==> src/rtl/blake2_block_sched.sv <==
// BLAKE2s block sequencer: io_intf bytes -> engine message buffer, padding, launch, digest readout.
// Define BLAKE2_SCHED_ERR_EN to build the sticky overrun flag on err_o; otherwise err_o is tied 0.
//
// state | meaning
// IDLE  | waiting for the first byte (idx 0, block_first_i) of a new hash
// FILL  | accepting key/message bytes of the current block
// PAD   | writing 0x00 into the unused tail of a short block
// COMP  | one-cycle compression launch
// WAIT  | engine busy, waiting for comp_done_i
// OUT   | streaming the nn-byte digest out
module blake2_block_sched #(
    parameter int BB  = 64,
    parameter int W_T = 64
) (
    input  logic           clk,
    input  logic           nreset,
    input  logic [5:0]     kk_i,
    input  logic [5:0]     nn_i,
    input  logic [63:0]    ll_i,
    input  logic           data_v_i,
    input  logic [7:0]     data_i,
    input  logic [5:0]     data_idx_i,
    input  logic           block_first_i,
    input  logic           block_last_i,
    output logic           ready_v_o,
    output logic           msg_we_o,
    output logic [5:0]     msg_waddr_o,
    output logic [7:0]     msg_wdata_o,
    output logic           comp_start_o,
    output logic           comp_init_o,
    output logic           comp_last_o,
    output logic [W_T-1:0] comp_t_o,
    input  logic           comp_done_i,
    output logic           hash_rd_o,
    output logic [4:0]     hash_raddr_o,
    input  logic [7:0]     hash_rdata_i,
    output logic           hash_v_o,
    output logic [7:0]     hash_o,
    output logic           err_o
);
    localparam logic [6:0] BB_L = 7'(BB);

    typedef enum logic [2:0] {IDLE, FILL, PAD, COMP, WAIT, OUT} state_t;
    state_t state, state_d;

    logic [W_T-1:0] t, t_d, t_base, t_close;
    logic           first, first_d;
    logic           keyblk, keyblk_d, keyblk_eff;
    logic           final_q, final_d, final_now;
    logic [6:0]     pad_cnt, pad_cnt_d;
    logic [5:0]     nn_q, nn_d;
    logic [5:0]     rd_cnt, rd_cnt_d;
    logic [6:0]     len, idx_ext;
    logic           acc, start, fill_acc, keep, close;

    assign ready_v_o  = (state == IDLE) || (state == FILL);
    assign acc        = data_v_i && ready_v_o;
    assign idx_ext    = {1'b0, data_idx_i};
    assign start      = acc && (state == IDLE) && block_first_i && (data_idx_i == 6'd0);
    assign fill_acc   = acc && (state == FILL);
    assign keep       = (start || fill_acc) && (idx_ext < len);
    assign close      = keep && (idx_ext == len - 7'd1);
    assign keyblk_eff = (state == IDLE) ? (kk_i != 6'd0) : keyblk;
    assign final_now  = block_last_i || (keyblk_eff && (ll_i == 64'd0));

    // A new hash counts from zero even if t still holds the previous hash's total.
    assign t_base  = (state == IDLE) ? '0 : t;
    assign t_close = final_now ? (W_T'(ll_i) + ((kk_i != 6'd0) ? W_T'(BB) : '0))
                               : (t_base + W_T'(BB));

    always_comb begin
        len = BB_L;
        if (keyblk_eff) begin
            len = {1'b0, kk_i};
        end else if (block_last_i) begin
            if (ll_i == 64'd0)
                len = 7'd1;
            else if (ll_i[5:0] != 6'd0)
                len = {1'b0, ll_i[5:0]};
        end
    end

    always_comb begin
        state_d   = state;
        t_d       = t;
        first_d   = first;
        keyblk_d  = keyblk;
        final_d   = final_q;
        pad_cnt_d = pad_cnt;
        nn_d      = nn_q;
        rd_cnt_d  = rd_cnt;
        if (start) begin
            first_d  = 1'b1;
            keyblk_d = (kk_i != 6'd0);
            t_d      = '0;
            state_d  = FILL;
        end
        if (close) begin
            t_d       = t_close;
            final_d   = final_now;
            pad_cnt_d = BB_L - len;
            nn_d      = (nn_i == 6'd0) ? 6'd1 : nn_i;
            state_d   = (len < BB_L) ? PAD : COMP;
        end
        case (state)
            PAD: begin
                pad_cnt_d = pad_cnt - 7'd1;
                if (pad_cnt == 7'd1)
                    state_d = COMP;
            end
            COMP: begin
                first_d  = 1'b0;
                keyblk_d = 1'b0;
                state_d  = WAIT;
            end
            WAIT: begin
                if (comp_done_i) begin
                    state_d  = final_q ? OUT : FILL;
                    rd_cnt_d = nn_q;
                end
            end
            OUT: begin
                if (rd_cnt != 6'd0)
                    rd_cnt_d = rd_cnt - 6'd1;
                else
                    state_d = IDLE;
            end
            default: ;
        endcase
    end

    always_ff @(posedge clk) begin
        if (!nreset) begin
            state        <= IDLE;
            t            <= '0;
            first        <= 1'b0;
            keyblk       <= 1'b0;
            final_q      <= 1'b0;
            pad_cnt      <= '0;
            nn_q         <= '0;
            rd_cnt       <= '0;
            msg_we_o     <= 1'b0;
            msg_waddr_o  <= '0;
            msg_wdata_o  <= '0;
            comp_start_o <= 1'b0;
            comp_init_o  <= 1'b0;
            comp_last_o  <= 1'b0;
            comp_t_o     <= '0;
            hash_v_o     <= 1'b0;
        end else begin
            state    <= state_d;
            t        <= t_d;
            first    <= first_d;
            keyblk   <= keyblk_d;
            final_q  <= final_d;
            pad_cnt  <= pad_cnt_d;
            nn_q     <= nn_d;
            rd_cnt   <= rd_cnt_d;
            hash_v_o <= hash_rd_o;
            if (keep) begin
                msg_we_o    <= 1'b1;
                msg_waddr_o <= data_idx_i;
                msg_wdata_o <= data_i;
            end else if (state == PAD) begin
                msg_we_o    <= 1'b1;
                msg_waddr_o <= 6'(BB_L - pad_cnt);
                msg_wdata_o <= 8'h00;
            end else begin
                msg_we_o <= 1'b0;
            end
            // Launch flags are captured on entry to COMP and held until the next launch.
            comp_start_o <= (state_d == COMP);
            if (state_d == COMP) begin
                comp_t_o    <= t_d;
                comp_init_o <= first_d;
                comp_last_o <= final_d;
            end
        end
    end

    assign hash_rd_o    = (state == OUT) && (rd_cnt != 6'd0);
    assign hash_raddr_o = hash_rd_o ? 5'(nn_q - rd_cnt) : 5'd0;
    assign hash_o       = hash_v_o ? hash_rdata_i : 8'h00;

`ifdef BLAKE2_SCHED_ERR_EN
    logic err_q;
    logic err_set;

    assign err_set = (data_v_i && !ready_v_o)
                   || (acc && (state == IDLE) && !start)
                   || (fill_acc && !keep);

    always_ff @(posedge clk) begin
        if (!nreset)
            err_q <= 1'b0;
        else if (err_set)
            err_q <= 1'b1;
    end

    assign err_o = err_q;
`else
    assign err_o = 1'b0;
`endif

endmodule

==> config.mk <==
export PLATFORM = sky130hd
export DESIGN_NAME = blake2_block_sched
export DESIGN_NICKNAME = d
export VERILOG_FILES = /design/src/rtl/blake2_block_sched.sv
export SDC_FILE = /design/constraint.sdc
export NUM_CORES = 1
export LEC_CHECK = 0
export ABC_AREA = 0
export BUFFER_PORTS_ARGS = -buffer_cell sky130_fd_sc_hd__clkbuf_2
export CAP_MARGIN = 20
export CORE_MARGIN = 2
export CORE_UTILIZATION = 30
export DETAILED_ROUTE_END_ITERATION = 7
export GPL_TIMING_DRIVEN = 0
export HOLD_SLACK_MARGIN = 0.15
export PLACE_DENSITY = 0.55
export SLEW_MARGIN = 20
export SYNTH_ARGS = -nofsm -noshare
export SYNTH_HDL_FRONTEND = slang
export SYNTH_SLANG_ARGS = --single-unit
export TNS_END_PERCENT = 5
==> constraint.sdc <==
create_clock -name clk -period 4.45 [get_ports clk]
set_clock_uncertainty 0.2 [all_clocks]
set_input_delay 0.2225 -clock clk [delete_from_list [all_inputs] [get_ports clk]]
set_output_delay 0.2225 -clock clk [all_outputs]
set_load 0.02 [all_outputs]
==> impl_metrics.yaml, run 1 <==
global_routing:
  first_global_vias: 11870
  grt_start_max_net_pins: 29
  global_route_wire_length_before_repair_mm: 70.37
  grt_usage: 0.2333
  gr-total-overflow: 0
  initial_antenna_violation_count: 0
synthesis:
  synth.lib_cells_used.distinct: 74
  postSynth.asyncResetShare: 0
  synthesis.area_per_instance_sq_um: 7.882
  netlist_instances: 1428
  ys_dominant_reg_cell: "sky130_fd_sc_hd__dfxtp_1"
  synth_edf_count: 0
  synth-warning-count: 0
  synth.cell_area_sq_mm: 0.01126
  synth_seq_area_share: 0.3059
  synthesis.nets: 1551
  yosys_register_bits: 172
worst_setup_path:
  start_kind: "input port"
  crit_path_max_incr_delay_ns: 0.59
  crit_slowest_cell: "sky130_fd_sc_hd__or4_4"
  timing.critical_path.arrival_ns: 4.71
  worstPathCellList: "clkbuf_2, nor4_1, nand3_2, or4_4, nor2_2, nor2_1, nor2_2, a21oi_4, ha_2, xnor2_4, nor4_2, nand4bb_4, o41a_1, o31a_4, or3_4, buf_12, buf_16, o41ai_2"
  cp_common_cell: "sky130_fd_sc_hd__nor2_2"
  worst-path-max-fanout: 7
  critical_path.endpoint_type: "register"
  crit_required_ns: 4.61
  crit_type: "input port to register"
place:
  post-place-cells: 2098
  placed_cell_areas_sq_mm: 0.01287
  detailed_place_hpwl_mm: 35.05
  routabilityCongestion: 0.9223
  buffer_ports.inserted: 200
layout:
  design.final.nets: 1847
  fill_cell_count: 3757
  final_cells: 2205
  design_area_sq_mm: 0.01554
  num_antenna_cells: 0
  area_growth_syn_to_layout_pct: 38.03
  layout-drive-gt1-share: 0.2746
  most-common-layout-cells: "sky130_fd_sc_hd__clkbuf_2 (205), sky130_fd_sc_hd__dfxtp_1 (171), sky130_fd_sc_hd__nor2_1 (141), sky130_fd_sc_hd__nand2_1 (122), sky130_fd_sc_hd__nand3_1 (67)"
  fin_util: 0.4223
  final_common_cell: "sky130_fd_sc_hd__clkbuf_2"
route:
  drt_wl_total_mm: 47.45
  routed_via_density: 5.770
  route.detailed.wl_per_inst_um: 21.52
  detailedRoute.firstIterationViolations: 1185
  drt.antenna.violating_nets: 0
  post-route-drc-count: 0
  first_pass_iters: 6
  routed-via-count: 12720
sta:
  fin_crit_sh: 1.023
  setup-violations-final: 57
  clock.fmax_mhz: 219.6
  number_of_endpoints_with_negative_hold_slack_in_the_final_report: 0
  post-route-worst-setup-slack_ns: -0.1043
  max_slew.worst_pin.slew_ns: 1.170
  maxSlewViolCount: 0
  slew-limit-headroom: 0.2143
  grt_setup_unrepaired: "yes"
  period_needed_ns: 4.554
outcome:
  violations_in_the_final_reports: "setup timing"
  outcome: "finished with violations"
die:
  floorplan.rows: 70
  coreArea_sq_mm: 0.03679
  chipHeight_um: 197.7
  start_util: 0.3060
  num_io_pins: 203
  floorplan.die_area_sq_mm: 0.03909
  die_width_um: 197.7
clock_network:
  clock_tree.htree_level_count: 4
  ctsRootBufferMaster: "sky130_fd_sc_hd__clkbuf_16"
  cts.reportedPaths.clkPinSlew_ns: 0.08
  cts.sinks: 172
  cts_buffers: 17
  cts_tree: "done"
  clock_insertion_delay_worst_skew_ns: 0.46
  cts-root-to-sink-buffers: 2
flow_run:
  cap_violations: 0
pwr:
  max-vdd-ir-drop_mv: 0.2955
  p_leak_nw: 5.553
  power_density_mw_per_mm2: 228.7
  power_mw: 3.553
hold_path:
  min_path_type: "input port to register"
cells by family (layout without fill, tap and decap cells):
group | Yosys count | count (layout) | share of synthesized area
buffers and inverters | 143 | 452 | 0.05125
DFF | 172 | 172 | 0.3059
muxes | 47 | 47 | 0.04246
AOI/OAI and AO/OA | 329 | 329 | 0.2161
xor gates and xnor gates | 123 | 123 | 0.09571
adders and majority gates | 19 | 19 | 0.02179
and+or+nand+nor | 594 | 594 | 0.2665
other | 1 | 1 | 0.0003332
repair_timing:
item | 4_1_cts | 5_1_grt
buffers inserted | 16 | 13
pin swaps | 32 | 35
gates cloned | 3 | 5
gates resized for setup | 154 | 164
endpoints found under the hold margin | 41 | 0
hold buffers | 42 | 0
endpoints found under the setup margin | 147 | 144
through the flow:
stage	setup WS, ns	hold slack [ns]	setup TNS (ns)
after global placement	-2.052	0.2473	-228.55
after detailed placement	-1.978	0.2548	-219.92
final	-0.1043	0.1683	-2.399
after floorplan	0.04445	0.1585	0
after global routing	-0.2044	0.1901	-9.957
after CTS	-0.1761	0.1563	-8.150
report_power, final:
group,switching (mW),leakage (nW),internal (mW)
combinational,0.253,3.88,0.140
sequential,0.000430,1.39,1.54
clock,0.772,0.287,0.849
worst paths after layout:
kind                                     start        endpoint  slack (ns)  cells after the start
worst max-delay path                  ll_i[35]    comp_t_o[32]       -0.10                     18
worst min register to register  msg_wdata_o[0]  msg_wdata_o[0]        0.27                      2
worst max register to register        state[2]    comp_t_o[32]       -0.08                     16
worst min-delay path                  ll_i[53]           t[53]        0.17                      5
per-layer routing:
metal  global-route usage  part of all wire  up-vias
li1                     -                 -     5867
met5                    0                 0        -
met2               0.3781              0.46      544
met4              0.07463             0.025        0
met3              0.03304             0.072       64
met1               0.3192              0.44     6248
worst max-delay path: cells and delay by family:
| kind | cells | cell delay [ns] |
|---|---|---|
| simple gates | 9 | 2.39 |
| fa+ha+maj | 1 | 0.23 |
| xor+xnor | 1 | 0.21 |
| buf+inv | 3 | 0.48 |
| compound gates | 4 | 1.16 |
cell usage after synthesis (4+ instances only):
cell	number	area [sq um]
sky130_fd_sc_hd__inv_1	32	120.1
sky130_fd_sc_hd__mux2i_1	41	410.4
sky130_fd_sc_hd__nand4_1	43	269.0
sky130_fd_sc_hd__a41o_1	6	60.06
sky130_fd_sc_hd__xnor2_1	67	586.8
sky130_fd_sc_hd__a221oi_1	4	35.03
sky130_fd_sc_hd__a311oi_1	8	70.07
sky130_fd_sc_hd__mux2_2	6	67.56
sky130_fd_sc_hd__o211ai_1	4	30.03
sky130_fd_sc_hd__or4_1	6	45.04
sky130_fd_sc_hd__nor2_1	145	544.3
sky130_fd_sc_hd__xor2_1	56	490.5
sky130_fd_sc_hd__buf_2	8	40.04
sky130_fd_sc_hd__nand3_1	68	340.3
sky130_fd_sc_hd__or2_2	6	37.54
sky130_fd_sc_hd__nor4_1	31	193.9
sky130_fd_sc_hd__o311a_1	6	60.06
sky130_fd_sc_hd__a21o_1	5	37.54
sky130_fd_sc_hd__o21ai_0	51	255.2
sky130_fd_sc_hd__or3_1	8	50.05
sky130_fd_sc_hd__nor2b_1	37	231.5
sky130_fd_sc_hd__o41ai_2	10	162.7
sky130_fd_sc_hd__and4_1	12	105.1
sky130_fd_sc_hd__dfxtp_1	172	3443
sky130_fd_sc_hd__o311ai_0	59	516.8
sky130_fd_sc_hd__o22ai_1	9	56.30
sky130_fd_sc_hd__buf_1	8	30.03
sky130_fd_sc_hd__and3_1	20	125.1
sky130_fd_sc_hd__o31ai_1	51	382.9
sky130_fd_sc_hd__ha_1	18	225.2
sky130_fd_sc_hd__and2_1	24	150.1
sky130_fd_sc_hd__nor3_1	54	270.3
sky130_fd_sc_hd__a31oi_1	7	43.79
sky130_fd_sc_hd__clkbuf_1	88	330.3
sky130_fd_sc_hd__o31a_1	4	35.03
sky130_fd_sc_hd__a211oi_1	9	67.56
sky130_fd_sc_hd__a21oi_1	64	320.3
sky130_fd_sc_hd__nand2_1	123	461.7
sky130_fd_sc_hd__o41ai_1	6	52.55
flip-flops by register name, indices dropped and copies added (netlist names):
register and cells:
nn_q 6, final_q 1, msg_we_o 1, msg_waddr_o 6
state 3, comp_start_o 1, first 1, comp_t_o 64
comp_last_o 1, hash_v_o 1, t 64, msg_wdata_o 8
keyblk 1, comp_init_o 1, pad_cnt 7, rd_cnt 6
area by class of cell:
type / count / area [sq um] / share of cell area
buffer: 105 / 640.6 / 0.04123
clock buffer: 17 / 425.4 / 0.02738
clock inverter: 15 / 180.2 / 0.01160
inverter: 34 / 127.6 / 0.008214
multi-input combinational: 1113 / 8289 / 0.5335
sequential: 172 / 3445 / 0.2217
tap: 468 / 585.6 / 0.03769
timing repair buffer: 281 / 1843 / 0.1186
(Power assumes the default switching activity.)
==> run 2: changes to the inputs <==
- RECOVER_POWER: default -> 25
- SETUP_SLACK_MARGIN: default -> 0.05
==> run 2 against run 1 <==
Compared with the run above:
- the run still ends with setup timing left
- register-to-register slack gained 0.04 ns
- non-clock buffer count down 2
- routed wire length fell by 0.44%
- combinational power is 1% higher
- clock-buffer cell count rose by 1
- fmax up 1.3%
- sequential share of layout area is essentially flat
- final area hardly changed
- highest routed layer unchanged
==> impl_metrics.yaml, run 2 (synthesis results as in run 1) <==
clock_network:
  ctsRootBufferMaster: "sky130_fd_sc_hd__clkbuf_16"
  clock_tree.htree_level_count: 4
  clock_insertion_delay_worst_skew_ns: 0.45
  cts_buffers: 17
  cts.sinks: 172
  cts-root-to-sink-buffers: 2
  cts_tree: "done"
  cts.reportedPaths.clkPinSlew_ns: 0.07
die:
  start_util: 0.3060
  floorplan.die_area_sq_mm: 0.03909
  floorplan.rows: 70
  die_width_um: 197.7
  coreArea_sq_mm: 0.03679
  chipHeight_um: 197.7
  num_io_pins: 203
global_routing:
  global_route_wire_length_before_repair_mm: 70.21
  grt_usage: 0.2336
  initial_antenna_violation_count: 1
  grt_start_max_net_pins: 17
  first_global_vias: 11940
  gr-total-overflow: 0
pwr:
  p_leak_nw: 5.369
  max-vdd-ir-drop_mv: 0.2937
  power_density_mw_per_mm2: 219.7
layout:
  layout-drive-gt1-share: 0.2514
  most-common-layout-cells: "sky130_fd_sc_hd__dfxtp_1 (171), sky130_fd_sc_hd__clkbuf_2 (160), sky130_fd_sc_hd__nor2_1 (139), sky130_fd_sc_hd__nand2_1 (122), sky130_fd_sc_hd__clkbuf_1 (106)"
  multi_input_gate_area_sq_mm: 0.008414
  sequential_cell_area_sq_mm: 0.003447
  final_common_cell: "sky130_fd_sc_hd__dfxtp_1"
  largestRegisters: "comp_t_o (64), t (64), msg_wdata_o (8)"
  area_growth_syn_to_layout_pct: 37.89
  fin_util: 0.4219
  design.final.nets: 1845
  fill_cell_count: 3687
route:
  route.detailed.wl_per_inst_um: 21.44
  detailedRoute.firstIterationViolations: 1085
  routed-via-count: 12590
  routed_via_density: 5.717
  drt_wl_total_mm: 47.24
  drt.antenna.violating_nets: 0
  post-route-drc-count: 0
  first_pass_iters: 6
sta:
  clock.fmax_mhz: 222.5
  max_slew.worst_pin.slew_ns: 1.018
  number_of_endpoints_with_negative_hold_slack_in_the_final_report: 0
  fin_crit_sh: 1.010
  holdWs_ns: 0.1502
  tns_setup_ns: -0.3873
  post-route-worst-setup-slack_ns: -0.04416
  period_needed_ns: 4.494
  slew-limit-headroom: 0.3212
  maxSlewViolCount: 0
  grt_setup_unrepaired: "yes"
  setup-violations-final: 34
place:
  detailed_place_hpwl_mm: 35.00
  buffer_ports.inserted: 200
  routabilityCongestion: 0.9518
  worst_slack_after_detailed_placement_ns: -1.742
hold_path:
  min_from: "nreset"
  min_path_type: "input port to register"
worst_setup_path:
  crit_type: "register to register"
  worst-path-max-fanout: 10
  timing.critical_path.arrival_ns: 4.66
  crit_required_ns: 4.61
  start_kind: "register"
  critical_path.startpoint: "state[0]"
  critical_path.endpoint_type: "register"
  r2r-start: "state[0]"
outcome:
  outcome: "finished with violations"
  violations_in_the_final_reports: "setup timing"
flow_run:
  cap_violations: 0
run 2: worst max-delay path, cell delays in order, from the launching register on:
cell and delay [ns]:
sky130_fd_sc_hd__dfxtp_1 0.31, sky130_fd_sc_hd__buf_6 0.12, sky130_fd_sc_hd__or3_4 0.40, sky130_fd_sc_hd__buf_4 0.17
sky130_fd_sc_hd__a21boi_2 0.31, sky130_fd_sc_hd__or3_4 0.23, sky130_fd_sc_hd__inv_2 0.07, sky130_fd_sc_hd__ha_1 0.27
sky130_fd_sc_hd__o21a_1 0.20, sky130_fd_sc_hd__o31ai_2 0.06, sky130_fd_sc_hd__a21oi_2 0.12, sky130_fd_sc_hd__or2_1 0.25
sky130_fd_sc_hd__o41a_1 0.36, sky130_fd_sc_hd__o31a_4 0.32, sky130_fd_sc_hd__or3_4 0.43, sky130_fd_sc_hd__buf_12 0.18
sky130_fd_sc_hd__buf_12 0.16, sky130_fd_sc_hd__o31ai_2 0.23
run 2: worst paths after layout:
kind,endpoint,slack (ns),depth (start not counted)
worst min register to register,nn_q[5],0.26,2
worst max register to register,comp_t_o[48],-0.04,17
worst min-delay path,keyblk,0.15,3
worst max-delay path,comp_t_o[48],-0.04,17
run 2: stage by stage:
step	instance area, sq um	cells	total power, mW
after detailed placement	12870	2098	1.880
final	15520	2203	3.410
after global placement	12850	2096	1.879
after global routing	15520	2203	3.505
after CTS	14560	2187	3.377
after floorplan	11260	1428	1.724
run 2: repair_timing:
item / in CTS / in global routing
hold buffers: 37 / 0
pin swaps: 33 / 36
gates resized for setup: 157 / 177
hold endpoints to repair: 37 / 0
setup buffers: 18 / 14
cloned: 3 / 2
setup endpoints to repair: 147 / 140
run 2: area by class of cell:
type                       instances  area share
antenna                            1   0.0001612
timing repair buffer             276      0.1102
tap                              468     0.03773
sequential                       172      0.2221
buffer                           108     0.04410
clock inverter                    13    0.007094
clock buffer                      18     0.02830
multi-input combinational       1113      0.5421
inverter                          34    0.008222
run 2: layer usage:
metal / share of wire / track usage / routed length [um] / vias to the layer above
li1: - / - / - / 5862
met1: 0.44 / 0.3203 / 20980 / 6158
met2: 0.46 / 0.3675 / 21830 / 495
met3: 0.065 / 0.03458 / 3085 / 79
met4: 0.029 / 0.09385 / 1348 / 0
met5: 0 / 0 / 0 / -
run 2: where the power goes:
group / internal [mW] / total (mW) / switching [mW]
combinational: 0.141 / 0.398 / 0.257
clock: 0.742 / 1.47 / 0.732
sequential: 1.54 / 1.54 / 0.000402
total: 2.42 / 3.41 / 0.990
